File: src/rtl/riscv_ctrl_pkg.sv
// Shared encodings for the multicycle RV32I controller: FSM states, opcodes and
// the datapath mux / ALU select codes.
package riscv_ctrl_pkg;

  typedef enum logic [3:0] {
    StFetch,
    StDecode,
    StMemAdr,
    StMemRead,
    StMemWb,
    StMemWrite,
    StExecuteR,
    StExecuteI,
    StAluWb,
    StJal,
    StBranch,
    StTrap
  } state_t;

  localparam logic [6:0] OpRtype  = 7'b0110011;
  localparam logic [6:0] OpItype  = 7'b0010011;
  localparam logic [6:0] OpLoad   = 7'b0000011;
  localparam logic [6:0] OpStore  = 7'b0100011;
  localparam logic [6:0] OpBranch = 7'b1100011;
  localparam logic [6:0] OpJal    = 7'b1101111;

  localparam logic [2:0] AluAdd = 3'b000;
  localparam logic [2:0] AluSub = 3'b001;
  localparam logic [2:0] AluAnd = 3'b010;
  localparam logic [2:0] AluOr  = 3'b011;
  localparam logic [2:0] AluSlt = 3'b101;

  localparam logic [1:0] AluOpAdd   = 2'b00;
  localparam logic [1:0] AluOpSub   = 2'b01;
  localparam logic [1:0] AluOpFunct = 2'b10;

  localparam logic [1:0] ImmI = 2'b00;
  localparam logic [1:0] ImmS = 2'b01;
  localparam logic [1:0] ImmB = 2'b10;
  localparam logic [1:0] ImmJ = 2'b11;

  localparam logic [1:0] ResAluOut    = 2'b00;
  localparam logic [1:0] ResData      = 2'b01;
  localparam logic [1:0] ResAluResult = 2'b10;

  localparam logic [1:0] SrcAPc    = 2'b00;
  localparam logic [1:0] SrcAOldPc = 2'b01;
  localparam logic [1:0] SrcARs1   = 2'b10;

  localparam logic [1:0] SrcBRs2  = 2'b00;
  localparam logic [1:0] SrcBImm  = 2'b01;
  localparam logic [1:0] SrcBFour = 2'b10;

  // funct3 values the ALU can execute: ADD/SUB, SLT, OR, AND.
  function automatic logic funct3_alu_ok(logic [2:0] funct3);
    return (funct3 == 3'b000) || (funct3 == 3'b010) ||
           (funct3 == 3'b110) || (funct3 == 3'b111);
  endfunction

endpackage

File: src/rtl/alu_decoder.sv
// Combinational ALU control decode from ALUOp and instruction fields.
module alu_decoder
  import riscv_ctrl_pkg::*;
(
  input  logic [1:0] alu_op,
  input  logic [2:0] funct3,
  input  logic       funct7_5,
  input  logic       op_5,
  output logic [2:0] alu_control
);

  always_comb begin
    alu_control = AluAdd;
    case (alu_op)
      AluOpSub: alu_control = AluSub;
      AluOpFunct: begin
        case (funct3)
          // Only R-type (op_5) may select SUB; ADDI's imm[10] aliases funct7[5].
          3'b000:  alu_control = (op_5 && funct7_5) ? AluSub : AluAdd;
          3'b010:  alu_control = AluSlt;
          3'b110:  alu_control = AluOr;
          3'b111:  alu_control = AluAnd;
          default: alu_control = AluAdd;
        endcase
      end
      default: alu_control = AluAdd;
    endcase
  end

endmodule

File: src/rtl/multicycle_controller.sv
// Sequencing FSM for the multicycle RV32I core: drives the shared datapath
// muxes and write enables through fetch/decode/execute/memory/writeback.
module multicycle_controller
  import riscv_ctrl_pkg::*;
#(
  parameter state_t RESET_STATE = StFetch
) (
  input  logic        clk,
  input  logic        rst,
  input  logic [31:0] instr,
  input  logic        zero,
  input  logic        mem_ready,
  output logic        PCWrite,
  output logic        AdrSrc,
  output logic        MemWrite,
  output logic        IRWrite,
  output logic [1:0]  ResultSrc,
  output logic [1:0]  ALUSrcA,
  output logic [1:0]  ALUSrcB,
  output logic [2:0]  ALUControl,
  output logic [1:0]  ImmSrc,
  output logic        RegWrite,
  output logic        retire,
  output logic        halted
);

  state_t     state_q, state_d;
  logic [6:0] opcode;
  logic [2:0] funct3;
  logic [1:0] alu_op;
  logic       pc_write_raw, mem_write_raw, ir_write_raw, reg_write_raw;
  logic       retire_raw, halted_raw;
  logic       unused_instr;

  assign opcode       = instr[6:0];
  assign funct3       = instr[14:12];
  assign unused_instr = ^{instr[31], instr[29:15], instr[11:7]};

  always_ff @(posedge clk or posedge rst) begin
    if (rst) state_q <= RESET_STATE;
    else     state_q <= state_d;
  end

  always_comb begin
    state_d       = state_q;
    pc_write_raw  = 1'b0;
    AdrSrc        = 1'b0;
    mem_write_raw = 1'b0;
    ir_write_raw  = 1'b0;
    ResultSrc     = ResAluOut;
    ALUSrcA       = SrcAPc;
    ALUSrcB       = SrcBRs2;
    alu_op        = AluOpAdd;
    ImmSrc        = ImmI;
    reg_write_raw = 1'b0;
    retire_raw    = 1'b0;
    halted_raw    = 1'b0;

    unique case (state_q)
      StFetch: begin
        ALUSrcB      = SrcBFour;
        ResultSrc    = ResAluResult;
        ir_write_raw = mem_ready;
        pc_write_raw = mem_ready;
        if (mem_ready) state_d = StDecode;
      end
      StDecode: begin
        ALUSrcA = SrcAOldPc;
        ALUSrcB = SrcBImm;
        ImmSrc  = ImmB;
        state_d = StTrap;
        case (opcode)
          OpRtype: begin
            // funct7[5] is only meaningful for SUB.
            if (funct3_alu_ok(funct3) && !(instr[30] && funct3 != 3'b000)) begin
              state_d = StExecuteR;
            end
          end
          OpItype:         if (funct3_alu_ok(funct3)) state_d = StExecuteI;
          OpLoad, OpStore: if (funct3 == 3'b010) state_d = StMemAdr;
          OpBranch:        if (funct3[2:1] == 2'b00) state_d = StBranch;
          OpJal:           state_d = StJal;
          default:         state_d = StTrap;
        endcase
      end
      StMemAdr: begin
        ALUSrcA = SrcARs1;
        ALUSrcB = SrcBImm;
        ImmSrc  = (opcode == OpStore) ? ImmS : ImmI;
        state_d = (opcode == OpStore) ? StMemWrite : StMemRead;
      end
      StMemRead: begin
        AdrSrc = 1'b1;
        if (mem_ready) state_d = StMemWb;
      end
      StMemWb: begin
        ResultSrc     = ResData;
        reg_write_raw = 1'b1;
        retire_raw    = 1'b1;
        state_d       = StFetch;
      end
      StMemWrite: begin
        AdrSrc        = 1'b1;
        mem_write_raw = 1'b1;
        if (mem_ready) begin
          retire_raw = 1'b1;
          state_d    = StFetch;
        end
      end
      StExecuteR: begin
        ALUSrcA = SrcARs1;
        alu_op  = AluOpFunct;
        state_d = StAluWb;
      end
      StExecuteI: begin
        ALUSrcA = SrcARs1;
        ALUSrcB = SrcBImm;
        alu_op  = AluOpFunct;
        state_d = StAluWb;
      end
      StAluWb: begin
        reg_write_raw = 1'b1;
        retire_raw    = 1'b1;
        state_d       = StFetch;
      end
      StJal: begin
        ALUSrcA      = SrcAOldPc;
        ALUSrcB      = SrcBFour;
        ImmSrc       = ImmJ;
        pc_write_raw = 1'b1;
        state_d      = StAluWb;
      end
      StBranch: begin
        ALUSrcA      = SrcARs1;
        alu_op       = AluOpSub;
        ImmSrc       = ImmB;
        pc_write_raw = zero ^ funct3[0];
        retire_raw   = 1'b1;
        state_d      = StFetch;
      end
      StTrap: begin
        halted_raw = 1'b1;
      end
      default: state_d = StTrap;
    endcase
  end

  // Enables are forced low during reset so an aborted access commits nothing.
  assign PCWrite  = pc_write_raw & ~rst;
  assign MemWrite = mem_write_raw & ~rst;
  assign IRWrite  = ir_write_raw & ~rst;
  assign RegWrite = reg_write_raw & ~rst;
  assign retire   = retire_raw & ~rst;
  assign halted   = halted_raw & ~rst;

  alu_decoder u_alu_decoder (
    .alu_op      (alu_op),
    .funct3      (funct3),
    .funct7_5    (instr[30]),
    .op_5        (opcode[5]),
    .alu_control (ALUControl)
  );

endmodule

File: config.mk
export PLATFORM = sky130hd
export DESIGN_NAME = multicycle_controller
export DESIGN_NICKNAME = d
export VERILOG_FILES = /design/src/rtl/riscv_ctrl_pkg.sv /design/src/rtl/alu_decoder.sv /design/src/rtl/multicycle_controller.sv
export SDC_FILE = /design/constraint.sdc
export NUM_CORES = 1
export LEC_CHECK = 0
export ABC_CLOCK_PERIOD_IN_PS = 1800
export CAP_MARGIN = 20
export CELL_PAD_IN_SITES_DETAIL_PLACEMENT = 2
export CELL_PAD_IN_SITES_GLOBAL_PLACEMENT = 2
export CORE_ASPECT_RATIO = 1.25
export CORE_MARGIN = 2
export CORE_UTILIZATION = 17
export DETAILED_ROUTE_END_ITERATION = 6
export GPL_TIMING_DRIVEN = 0
export PLACE_DENSITY_LB_ADDON = 0.1
export REMOVE_ABC_BUFFERS = 1
export SLEW_MARGIN = 20
export SYNTH_ARGS = -nofsm -noshare
export SYNTH_HDL_FRONTEND = slang
export SYNTH_SLANG_ARGS = --single-unit
File: constraint.sdc
create_clock -name clk -period 1.8 [get_ports clk]
set_input_delay 0.27 -clock clk [delete_from_list [all_inputs] [get_ports clk]]
set_output_delay 0.27 -clock clk [all_outputs]
set_load 0.02 [all_outputs]
### Yosys cells after proc, flatten, opt, wreduce, memory -nomap -nowiden

Cells that the tools add are included.

* register bits after elaboration: 4
* bits of input ports: 36
* output and inout port bits: 18

* equal/unequal tests: 25
* multiplexer cells: 27
* bitwise logic cells: 9
* reduce and logical (&&, ||, !) cells: 23

Operator list (number)
* 4-bit case mux with 8 select lines: 1
* 4-bit two-way mux: 6
* 4-bit case mux with 5 select lines: 1
* 4-bit by 3-bit == test with 1-bit output (second input constant): 4
* 4-bit == test (second input constant): 4
* 2-bit case mux with 2 select lines: 4
* 7-bit by 6-bit == test with 1-bit output (second input constant): 2
* 7-bit == test (second input constant): 2
* 2-bit OR reduction: 7
* 3-bit case mux with 4 select lines: 1
* 1-bit two-way mux: 9
* 3-bit OR reduction: 3
* 4-bit by 2-bit == test with 1-bit output (second input constant): 2
* 7-bit by 2-bit == test with 1-bit output (second input constant): 1
* 7-bit by 5-bit == test with 1-bit output (second input constant): 1
* 1-bit AND: 6
* 3-bit == test (second input constant): 2
* 2-bit != test (second input constant): 3
* 2-bit case mux with 3 select lines: 1
* 3-bit case mux with 2 select lines: 1
* 4-bit by 1-bit == test with 1-bit output (second input constant): 1
* 4-bit logical NOT: 1
* 4-bit AND reduction: 1
* 4-bit OR reduction: 1
* 14 further kinds: 19

### Depth between registers and ports, before layout

Gate-level depths: netlist of the first run.

* depth after elaboration: 8
* depth in mapped cells: 7
* gate-level depth less buffers: 6

### By module

Synthesis of the first run repeated with hierarchy kept, for this count alone.

* cell total of the unflattened synthesis: 114
* area, all modules: 792.0 sq um

Modules (own cells, without submodules)
* multicycle_controller: times used 1, cells an instance 103, area each 695.7 sq um, sequential area each 100.1 sq um
* alu_decoder: times used 1, cells an instance 11, area each 96.3 sq um, sequential area each 0.0 sq um

### Worst setup path after synthesis of the first run

Ideal clock, no wire load.

* path type: register to output
* start point: reg state_q[1]
* end point: out RegWrite
* data arrival time: 1867 ps
* path slack: -337 ps
* cell stages (with the launch flop): 4
* path through: dfrtp_1 buf_2 clkbuf_1 a2111oi_0

* word-level cells in the longest chain between the ends: 4
* elaborated cells between the ends (all ways): 5

RTL lines
* from (decl): RTL line multicycle_controller.sv:27 `state_t state_q, state_d;`
* from (signal assigned): RTL line multicycle_controller.sv:41 `else state_q <= state_d;`
* 4-bit == test or 4-bit by 3-bit == test with 1-bit output (tied branches): RTL line multicycle_controller.sv:59 `unique case (state_q)`
* 2-bit OR reduction (no line) (*)
* 1-bit two-way mux (*): RTL line multicycle_controller.sv:59
* 1-bit AND (*): RTL line multicycle_controller.sv:152 `assign RegWrite = reg_write_raw & ~rst;`
* to (decl): RTL line multicycle_controller.sv:22 `output logic RegWrite,`

Every way passes the cells marked *; elsewhere a longest branch is shown, timed or not.

### Worst setup path after layout of the first run

* start point: reg state_q[3]
* end point: reg state_q[1]

* word-level cells in the longest chain between the ends: 3
* elaborated cells between the ends (all ways): 20

RTL lines (RTL line)
* 4-bit == test (tied with other cells): multicycle_controller.sv:59
* 3-bit OR reduction (no line) (tied with other cells)
* 4-bit case mux with 8 select lines or 4-bit AND reduction (tied branches)

Parallel ways exist; a longest one is shown, timed or not.
A chain may end at the register's enable or synchronous reset.

==> run metrics, run 1 <==
row cnt 28; remaining routing DRC violations 0; number of warning messages in the yosys log 0; fraction of the yosys area taken by sequential cells 12.4%; initial standard-cell utilization of the core 17.3%; cell taking the most area after synthesis dfrtp_1; Crit path required time 1860 ps; floorplan die area 5320 sq um; number of flip-flops and latches in the synthesized netlist 4; Largest regs state_q (4); Slew Limit Headroom approximately 48%; Clock H-tree levels 1; clock latency of the later-clocked register in the worst-skew pair 220 ps; number of antenna violations at the first check in global routing 0; width of the chip 65.6 um; final critical-path share of the clock period 106%; clock edge transition at the registers on the reported setup and hold paths 40 ps; filler-free cell count of the finished design ~240; Max Cap Violations 0; Sw Ratio approximately half; maximum frequency from static timing analysis 524 MHz; commonest cells in the synthesized netlist nor2_1, nand2_1, a21oi_1, nand2b_1, inv_1; kind of end point of the critical path register; HPWL after DPL 2480 um; critical path class register to register; asr flop ratio synth 100%; main combinational cell family by area after synthesis simple AND/OR/NAND/NOR gates; maximum number of buffers from clock root to sink 2; Compound-Gate Fraction of Synth Area just under 30%; final WL 4220 um; part of the power in combinational logic 84.7%; area share of xor/xnor cells in the synthesized design under 10%; met1 capacity usage during global routing 16.8%; share of post-route cells with drive strength above 1 51.7%; Routed wire per std cell between 15 and 20 um; Tot GR Track Use approximately 15%; Top Usage Layer GRT met2; post-route antenna net violation count 0; Diodes inserted 0; vias per inst between 4 and 5; routability congestion estimate 0.765; number of input and output port buffers inserted 32; y dimension of the die between 80 and 90 um; gr ovfl total 0; number of flip-flops under the largest register name 4; max-slew violation count 0; RSZ-0062 raised after global routing yes; Internal Power 1.51 mW; Hold WC Path Type input port to async pin; global-route wire length before repair 6350 um; Syn-to-layout area delta 105%; most used flip-flop cell after synthesis dfrtp_1; Crit path arrival time 1970 ps; Final Hold Violating Endpoints 0; met2 track demand over resource in global routing between 30% and 40%; worst-case clock skew 3.69 ps; Sequential Power Share 8.8%; IR Drop Worst-Case VDD around 0.34 mV; root buf cell clkbuf_8; number of buffers created by CTS 3; Pwr per Cell Area 1810 nW/um^2; cell with the largest stage delay on the worst path a2111oi_0; via count of the first global-routing pass 1292; arithmetic-cell share of the synthesized area counting full adders, half adders and majority gates 3.10%; minimum setup slack among reg-to-reg paths -110 ps; violated checks setup timing; smallest setup slack after layout -108 ps; status finished with violations; Worst path max stage delay 610 ps; Lkg Pwr 0.675 nW; final-report setup violation count 7; crit-path cells buf_6 > buf_4 > clkbuf_16 > a2111oi_0 > o22ai_1; clock tree from TritonCTS yes; I/O pins 54; minimum clock period 1910 ps; maximum number of pins on one net before global-route repair 12; post-route total power 3.00 mW; critical path launch point type register; count of flip-flops with a built-in enable after synthesis 0; summed instance area of the synthesized netlist about 810 sq um; fillcell total around 530; via count 1160; slew of the pin with the lowest slew margin 765 ps; most frequently used cell type in the post-synthesis netlist nor2_1; top fanout value on the critical path 5; area inside the core boundary 4660 sq um; top-area cell type share of the netlist area between 10% and 20%; cells after synthesis roughly 130; CTS Sinks 4; synthesized area per cell 6.46 sq um; Post-Synth Simple-Gate Area between 40% and 50%; cell types with the largest area share after synthesis dfrtp_1, nand2b_1, nor2_1; clock network fraction of total power 6.6%; met3 usage approximately 1.8%; number of distinct standard cells referenced by the synthesized netlist between 40 and 50; drt first-iter violations 40; drt first pass iters 4; number of instances in the placed design 208; multiplexer area fraction after synthesis 0%; net total in the final layout around 220; total net switching power 1.49 mW; register with the most flip-flops state_q
==> logic make-up after synthesis <==
group,Yosys count
adder cells (fa/ha/maj),2
flip-flops,4
AO/OA/AOI/OAI,34
XOR/XNOR,3
buffers and inverters,17
AND/OR/NAND/NOR,65
==> worst paths after layout <==
kind | startpoint | endpoint | depth (start not counted)
setup / recovery | state_q[3] | state_q[1] | 5
hold / removal | rst | state_q[3] | 2
setup reg to reg | state_q[3] | state_q[1] | 5
hold reg to reg | state_q[3] | state_q[2] | 3
max in group asynchronous | rst | state_q[2] | 2
min in group clk | mem_ready | state_q[2] | 2
==> power by group through the flow <==
stage / logic [mW] / clock network (mW) / registers (mW)
after global placement: 1.31 / 0 / 0.416
after global routing: 2.73 / 0.205 / 0.270
after detailed placement: 1.33 / 0 / 0.411
after floorplan: 0.845 / 0 / 0.308
final: 2.54 / 0.198 / 0.263
after CTS: 1.88 / 0.197 / 0.282
==> timing repair <==
action | in CTS | in global routing
setup buffers | 17 | 9
gates resized for setup | 103 | 62
endpoints found under the hold margin | 0 | 0
setup endpoints to repair | 19 | 16
cloned | 0 | 1
hold buffers | 0 | 0
pin swaps | 6 | 8
==> area by class of cell <==
type	instances	area [sq um]	share of cell area (%)
Multi-Input combinational cell	104	872	52.6
Timing Repair Buffer	59	527	31.8
Clock buffer	3	41.3	2.49
Inverter	8	30.0	1.81
Sequential cell	4	113	6.79
Tap cell	60	75.1	4.53
==> placed cells by master, fill, tap and decap left out, types with 3 or more instances in the layout <==
cell             instances
dlygate4sd2_1            4
nor2_4                   3
o21ai_0                  3
buf_2                    7
nand2b_1                 6
a21oi_1                  9
clkdlybuf4s50_1          9
inv_2                    3
clkbuf_8                 3
nand2_2                  3
nand2_1                  8
inv_1                    5
nor3_2                   3
dfrtp_4                  3
nor2_1                  10
nand2b_4                 3
buf_8                    3
buf_4                   23
nor3_1                   4
buf_6                    9
==> routing by layer <==
metal  vias to the layer above  routed length (um)
met1                       570                1660
met2                        24                2360
li1                        558                   -
met4                         0                  76
met5                         -                   0
met3                         8                 122
==> stage by stage <==
step	utilization [%]	hold WS, ps	area [sq um]	setup TNS (ps)	worst slack (ps)
3_5_place_dp	24.8	668	1160	-9350	-781
2_1_floorplan	-	41.2	762	-622	-388
6_report	35.6	480	1660	-421	-108
4_1_cts	29.7	456	1380	-515	-110
3_3_place_gp	24.8	653	1160	-9240	-788
5_1_grt	35.6	528	1660	-887	-144
==> worst max-delay path, delay by kind of cell (launching register included) <==
family / cells / cell delay, ps
AOI/OAI and AO/OA: 2 / 790
buffers and inverters: 3 / 420
DFF: 1 / 530
No activity file was read; power rests on OpenSTA's default activity.
==> inputs of run 2 (changes only) <==
--- a/config.mk
+++ b/config.mk
@@ -5,7 +5,7 @@
 export SDC_FILE = /design/constraint.sdc
 export NUM_CORES = 1
 export LEC_CHECK = 0
-export ABC_CLOCK_PERIOD_IN_PS = 1800
+export ABC_CLOCK_PERIOD_IN_PS = 1850
 export CAP_MARGIN = 20
 export CELL_PAD_IN_SITES_DETAIL_PLACEMENT = 2
 export CELL_PAD_IN_SITES_GLOBAL_PLACEMENT = 2
==> constraint.sdc (replaced) <==
create_clock -name clk -period 1.85 [get_ports clk]
set_input_delay 0.2775 -clock clk [delete_from_list [all_inputs] [get_ports clk]]
set_output_delay 0.2775 -clock clk [all_outputs]
set_load 0.02 [all_outputs]
==> run 2 against run 1 <==
  * The run still ends with setup timing left
  * Die area unchanged
  * Core utilization decreased by 5.3 points
  * Register-to-register slack improved by 160 ps
  * Non-clock buffer count decreased by 10
  * Count of clock-buffer cells in the layout unchanged
  * Sequential share of layout area increased by 1.2 points
  * Via count decreased by 4.8%
  * Routed wire length decreased by 9.2%
  * Cell area decreased by 15%
  * Global-route usage decreased by 0.54 points
  * Clock power decreased by 4%
  * Largest cell class unchanged
==> run metrics, run 2 (synthesized netlist as in run 1, its figures left out) <==
maximum number of buffers from clock root to sink 2; share of post-route cells with drive strength above 1 38.1%; initial standard-cell utilization of the core 17.3%; final WL 3830 um; drt first-iter violations 48; Lkg Pwr 0.565 nW; minimum clock period 1870 ps; final critical-path share of the clock period 101%; area inside the core boundary 4660 sq um; cell family contributing the most delay on the critical path flip-flops; drt first pass iters 4; Final Hold Violating Endpoints 0; via count 1104; maximum frequency from static timing analysis roughly 530 MHz; worst-case clock skew 4.48 ps; number of flip-flops under the largest register name 4; most frequent standard cell in the layout excluding fill and tap cells buf_4; Crit path required time 1570 ps; crit-path cells buf_4 > nand2b_4 > nor2_4 > ha_1 > a31oi_2 > nor2_1 > buf_4; number of buffers created by CTS 3; y dimension of the die slightly above 80 um; Worst path max stage delay between 500 and 600 ps; Diodes inserted 0; IR Drop Worst-Case VDD 0.286 mV; Max Cap Violations 0; width of the chip 65.6 um; Routed wire per std cell around 17 um; Crit path arrival time ~1600 ps; total buffers and inverters traversed by the critical path 2; routability congestion estimate 0.765; core occupancy in the finished layout 30.3%; Critical Path Most Common Cell buf_4; RR Endpoint state_q[1]; remaining routing DRC violations 0; post-route total power 2.36 mW; clock tree from TritonCTS yes; Largest regs state_q (4); pre-CTS setup slack -739 ps; critical path class register to output port; Slew Limit Headroom roughly 64%; max-slew violation count 0; number of input and output port buffers inserted 32; Syn-to-layout area delta 74.9%; smallest setup slack after layout -19.7 ps; row cnt 28; maximum number of pins on one net before global-route repair 13; slew of the pin with the lowest slew margin 527 ps; Clock H-tree levels 1; critical path launch point type register; top library cells by usage in the layout, fill and taps aside buf_4, nor2_1, nand2_1, a21oi_1, clkdlybuf4s50_1; gr ovfl total 0; HPWL after DPL 2480 um; net total in the final layout roughly 210; violated checks setup timing; post-route antenna net violation count 0; Hold WC Path Type input port to async pin; minimum setup slack among reg-to-reg paths roughly 50 ps; start of the worst register-to-register path state_q[3]; cell with the largest stage delay on the worst path dfrtp_4; kind of end point of the critical path output port; root buf cell clkbuf_8; CTS Sinks 4; Pwr per Cell Area 1670 nW/um^2; floorplan die area 5320 sq um; clock latency of the later-clocked register in the worst-skew pair 220 ps; clock edge transition at the registers on the reported setup and hold paths 40 ps; register with the most flip-flops state_q; top fanout value on the critical path 6; I/O pins 54; vias per inst 4.84; final-report setup violation count 2; via count of the first global-routing pass 1232; Tot GR Track Use 14.8%; final-layout setup total negative slack -32.9 ps; RSZ-0062 raised after global routing yes; cells on worst reg2reg path 5; number of antenna violations at the first check in global routing 0; status finished with violations; global-route wire length before repair about 6200 um
## run 2: routing by layer
| metal | wire length, um | share of wire (%) | vias to the layer above | GRT usage, % |
|---|---|---|---|---|
| li1 | - | - | 539 | - |
| met1 | 1570 | 41 | 541 | 16.7 |
| met2 | 2150 | 56 | 20 | 29.4 |
| met3 | 99 | 2.6 | 4 | 1.52 |
| met4 | 22 | 0.57 | 0 | 3.13 |
| met5 | 0 | 0 | - | 0 |
## run 2: metrics by stage
stage	std cells	cell area [sq um]	hold slack [ps]
3_3_place_gp	208	1160	661
6_report	228	1410	482
5_1_grt	228	1410	527
4_1_cts	222	1340	464
2_1_floorplan	116	762	48.7
3_5_place_dp	208	1160	676
## run 2: timing repair
action                     in CTS  in global routing
setup buffers                  11                  6
gates resized for setup        82                 33
pin swaps                       3                  6
setup endpoints to repair      19                 18
hold buffers                    0                  0
## run 2: power by group
group | switching [mW] | total, mW | leakage (nW) | internal, mW
Clock | 0.0517 | 0.191 | 0.0216 | 0.139
Sequential | 0.117 | 0.279 | 0.0445 | 0.161
Combinational | 1.07 | 1.89 | 0.499 | 0.824
Total | 1.23 | 2.36 | 0.565 | 1.12
## run 2: worst max-delay path by stage
stage / startpoint / endpoint / slack (ps) / cells after the start
after global placement: state_q[1] / ALUControl[0] / -750 / 7
after CTS: state_q[2] / ALUControl[0] / -80 / 7
after detailed placement: state_q[1] / ALUControl[0] / -740 / 7
after floorplan: state_q[2] / RegWrite / -350 / 2
final: state_q[3] / ALUControl[0] / -20 / 7
after global routing: state_q[3] / ALUControl[0] / -90 / 6
## run 2: area by class of cell
type | instances | area (sq um)
well taps | 60 | 75.1
inverters | 8 | 30.0
fillers | 562 | 3250
multi-input cells | 104 | 762
repair buffers | 49 | 390
flip-flops and latches | 4 | 113
clock buffers | 3 | 41.3
==> inputs of run 3 (changes only) <==
--- a/config.mk
+++ b/config.mk
@@ -15,8 +15,8 @@
 export DETAILED_ROUTE_END_ITERATION = 6
 export GPL_TIMING_DRIVEN = 0
 export PLACE_DENSITY_LB_ADDON = 0.1
-export REMOVE_ABC_BUFFERS = 1
 export SLEW_MARGIN = 20
 export SYNTH_ARGS = -nofsm -noshare
 export SYNTH_HDL_FRONTEND = slang
 export SYNTH_SLANG_ARGS = --single-unit
+export TNS_END_PERCENT = 10
==> run 3 against run 2 <==
  * The run still ends with setup timing left
  * Total power down 5.2%
  * Critical path depth rose by 1
  * Combinational power hardly changed
  * Die area unchanged
  * Register-to-register slack better by 70 ps
  * Critical path type unchanged
  * Sequential share of layout area down 0.61 points
==> run metrics, run 3 (synthesized netlist as in run 1, its figures left out) <==
status finished with violations; violated checks setup timing; clock tree from TritonCTS yes; Routed wire per std cell 16.0 um; vias per inst 4.81; clock latency of the later-clocked register in the worst-skew pair 220 ps; y dimension of the die 81.0 um; clock network fraction of total power 8.2%; top library cells by usage in the layout, fill and taps aside nor2_1, buf_4, a21oi_1, nand2_1, clkdlybuf4s50_1; Largest regs state_q (4); final critical-path share of the clock period 102%; filler-free cell count of the finished design 225; final-report setup violation count 2; kind of end point of the critical path output port; routability congestion estimate 0.779; register with the most flip-flops state_q; RSZ-0062 raised after global routing yes; smallest setup slack after layout -34.4 ps; net count after synthesis 163; critical path launch point type register; pre-CTS setup slack -725 ps; Diodes inserted 0; Syn-to-layout area delta 68.4%; CTS Sinks 4; Final Hold Violating Endpoints 0; clock edge transition at the registers on the reported setup and hold paths 30 ps; fillcell total 560; net total in the final layout between 200 and 250; Hold WC Path Type input port to async pin; Clock H-tree levels 1; Slew Limit Headroom 67.5%; post-route total power 2.24 mW; root buf cell clkbuf_8; gr ovfl total 0; share of post-route cells with drive strength above 1 28.5%; RR Endpoint state_q[2]; top fanout value on the critical path 10; floorplan die area between 5000 and 6000 sq um; Max Cap Violations 0; worst-case clock skew between 4 and 5 ps; final design area excluding fillers 1360 sq um; number of input and output port buffers inserted 31; Lkg Pwr 0.568 nW; row cnt 28; minimum clock period roughly 1900 ps; cells on worst reg2reg path 5; Pwr per Cell Area 1650 nW/um^2; IR Drop Worst-Case VDD 0.310 mV; drt first-iter violations 27; remaining routing DRC violations 0; Sw Ratio 51.3%; width of the chip 65.6 um; slew of the pin with the lowest slew margin 475 ps; final WL 3600 um; I/O pins 54; part of the power in combinational logic between 80% and 90%; Crit path arrival time 1610 ps; hold bufs inserted after CTS 0; via count 1082; via count of the first global-routing pass 1099; number of instances in the placed design 216; most frequent standard cell in the layout excluding fill and tap cells nor2_1; drt first pass iters 5; maximum frequency from static timing analysis 531 MHz; critical path class register to output port; area inside the core boundary 4660 sq um; number of buffers created by CTS 3; start of the worst register-to-register path state_q[3]; Crit path required time about 1600 ps; maximum number of pins on one net before global-route repair 11; total net switching power 1.15 mW; number of flip-flops under the largest register name 4; Internal Power between 1 and 1.5 mW; core occupancy in the finished layout 29.2%; max-slew violation count 0; post-route antenna net violation count 0; initial standard-cell utilization of the core 17.3%; minimum setup slack among reg-to-reg paths 120 ps; global-route wire length before repair between 5000 and 6000 um; Sequential Power Share a little under 8%; Tot GR Track Use 13.5%; HPWL after DPL 2780 um; number of antenna violations at the first check in global routing 0; maximum number of buffers from clock root to sink 2; area of placed instances 1200 sq um
-- run 3: changes by cell type in the layout (fill, tap and decap cells not counted), moves of 2 or more --
cell	previous run	this run
dfrtp_1	0	4
buf_2	5	8
nor2_2	2	0
nor2_1	12	14
dfrtp_4	3	0
clkbuf_2	5	2
o21ai_0	2	4
buf_4	19	11
clkdlybuf4s15_2	0	2
-- run 3: metrics by stage --
step                hold slack (ps)  setup TNS, ps
global route                    509           -581
detailed placement              709          -7840
floorplan                      48.7          -52.2
finish                          457          -42.6
global placement                695          -7520
CTS                             482           -418
-- run 3: area by class of cell --
class | instances | area [sq um] | area share (%)
Clock buffer | 3 | 41.3 | 3.04
Tap cell | 60 | 75.1 | 5.52
Multi-Input combinational cell | 104 | 726 | 53.4
Buffer | 9 | 86.3 | 6.35
Sequential cell | 4 | 100 | 7.37
Timing Repair Buffer | 37 | 300 | 22.1
Inverter | 8 | 30.0 | 2.21
-- run 3: timing repair --
action / 4_1_cts / 5_1_grt
endpoints found under the setup margin: 19 / 18
endpoints found under the hold margin: 0 / 0
buffers inserted: 1 / 5
pin swaps: 2 / 5
gates resized for setup: 83 / 19
-- run 3: critical path, cell delays in order (launching register included) --
cell      delay, ps
dfrtp_1         360
buf_6           140
nand2b_4        160
nor2_4          150
inv_2            60
ha_4            170
a31oi_4         150
nor2_1           50
buf_2           150
-- run 3: worst max path at each step --
| stage | endpoint | slack, ps | startpoint | depth (start not counted) |
|---|---|---|---|---|
| finish | ALUControl[0] | -30 | state_q[0] | 8 |
| detailed placement | ALUControl[2] | -720 | state_q[1] | 8 |
| global placement | ImmSrc[0] | -690 | instr[5] | 5 |
| global route | RegWrite | -100 | state_q[3] | 5 |
| CTS | ImmSrc[0] | -140 | instr[6] | 5 |
| floorplan | RegWrite | -50 | state_q[1] | 3 |
-- run 3: routing by layer --
metal	share of wire (%)	routed length, um	global-route usage, %	up-vias
met5	0	0	0	-
met4	0	0	1.88	0
met3	2.6	94	1.25	0
met2	52	1890	25.7	20
met1	45	1620	16.4	527
li1	-	-	-	535
-- run 3: power groups by stage --
stage               clock network [mW]  registers, mW  logic, mW
finish                           0.182          0.171       1.88
global route                     0.188          0.173       2.06
CTS                              0.188          0.169       1.78
detailed placement                   0          0.167       1.66
global placement                     0          0.167       1.64
floorplan                            0          0.158       1.06
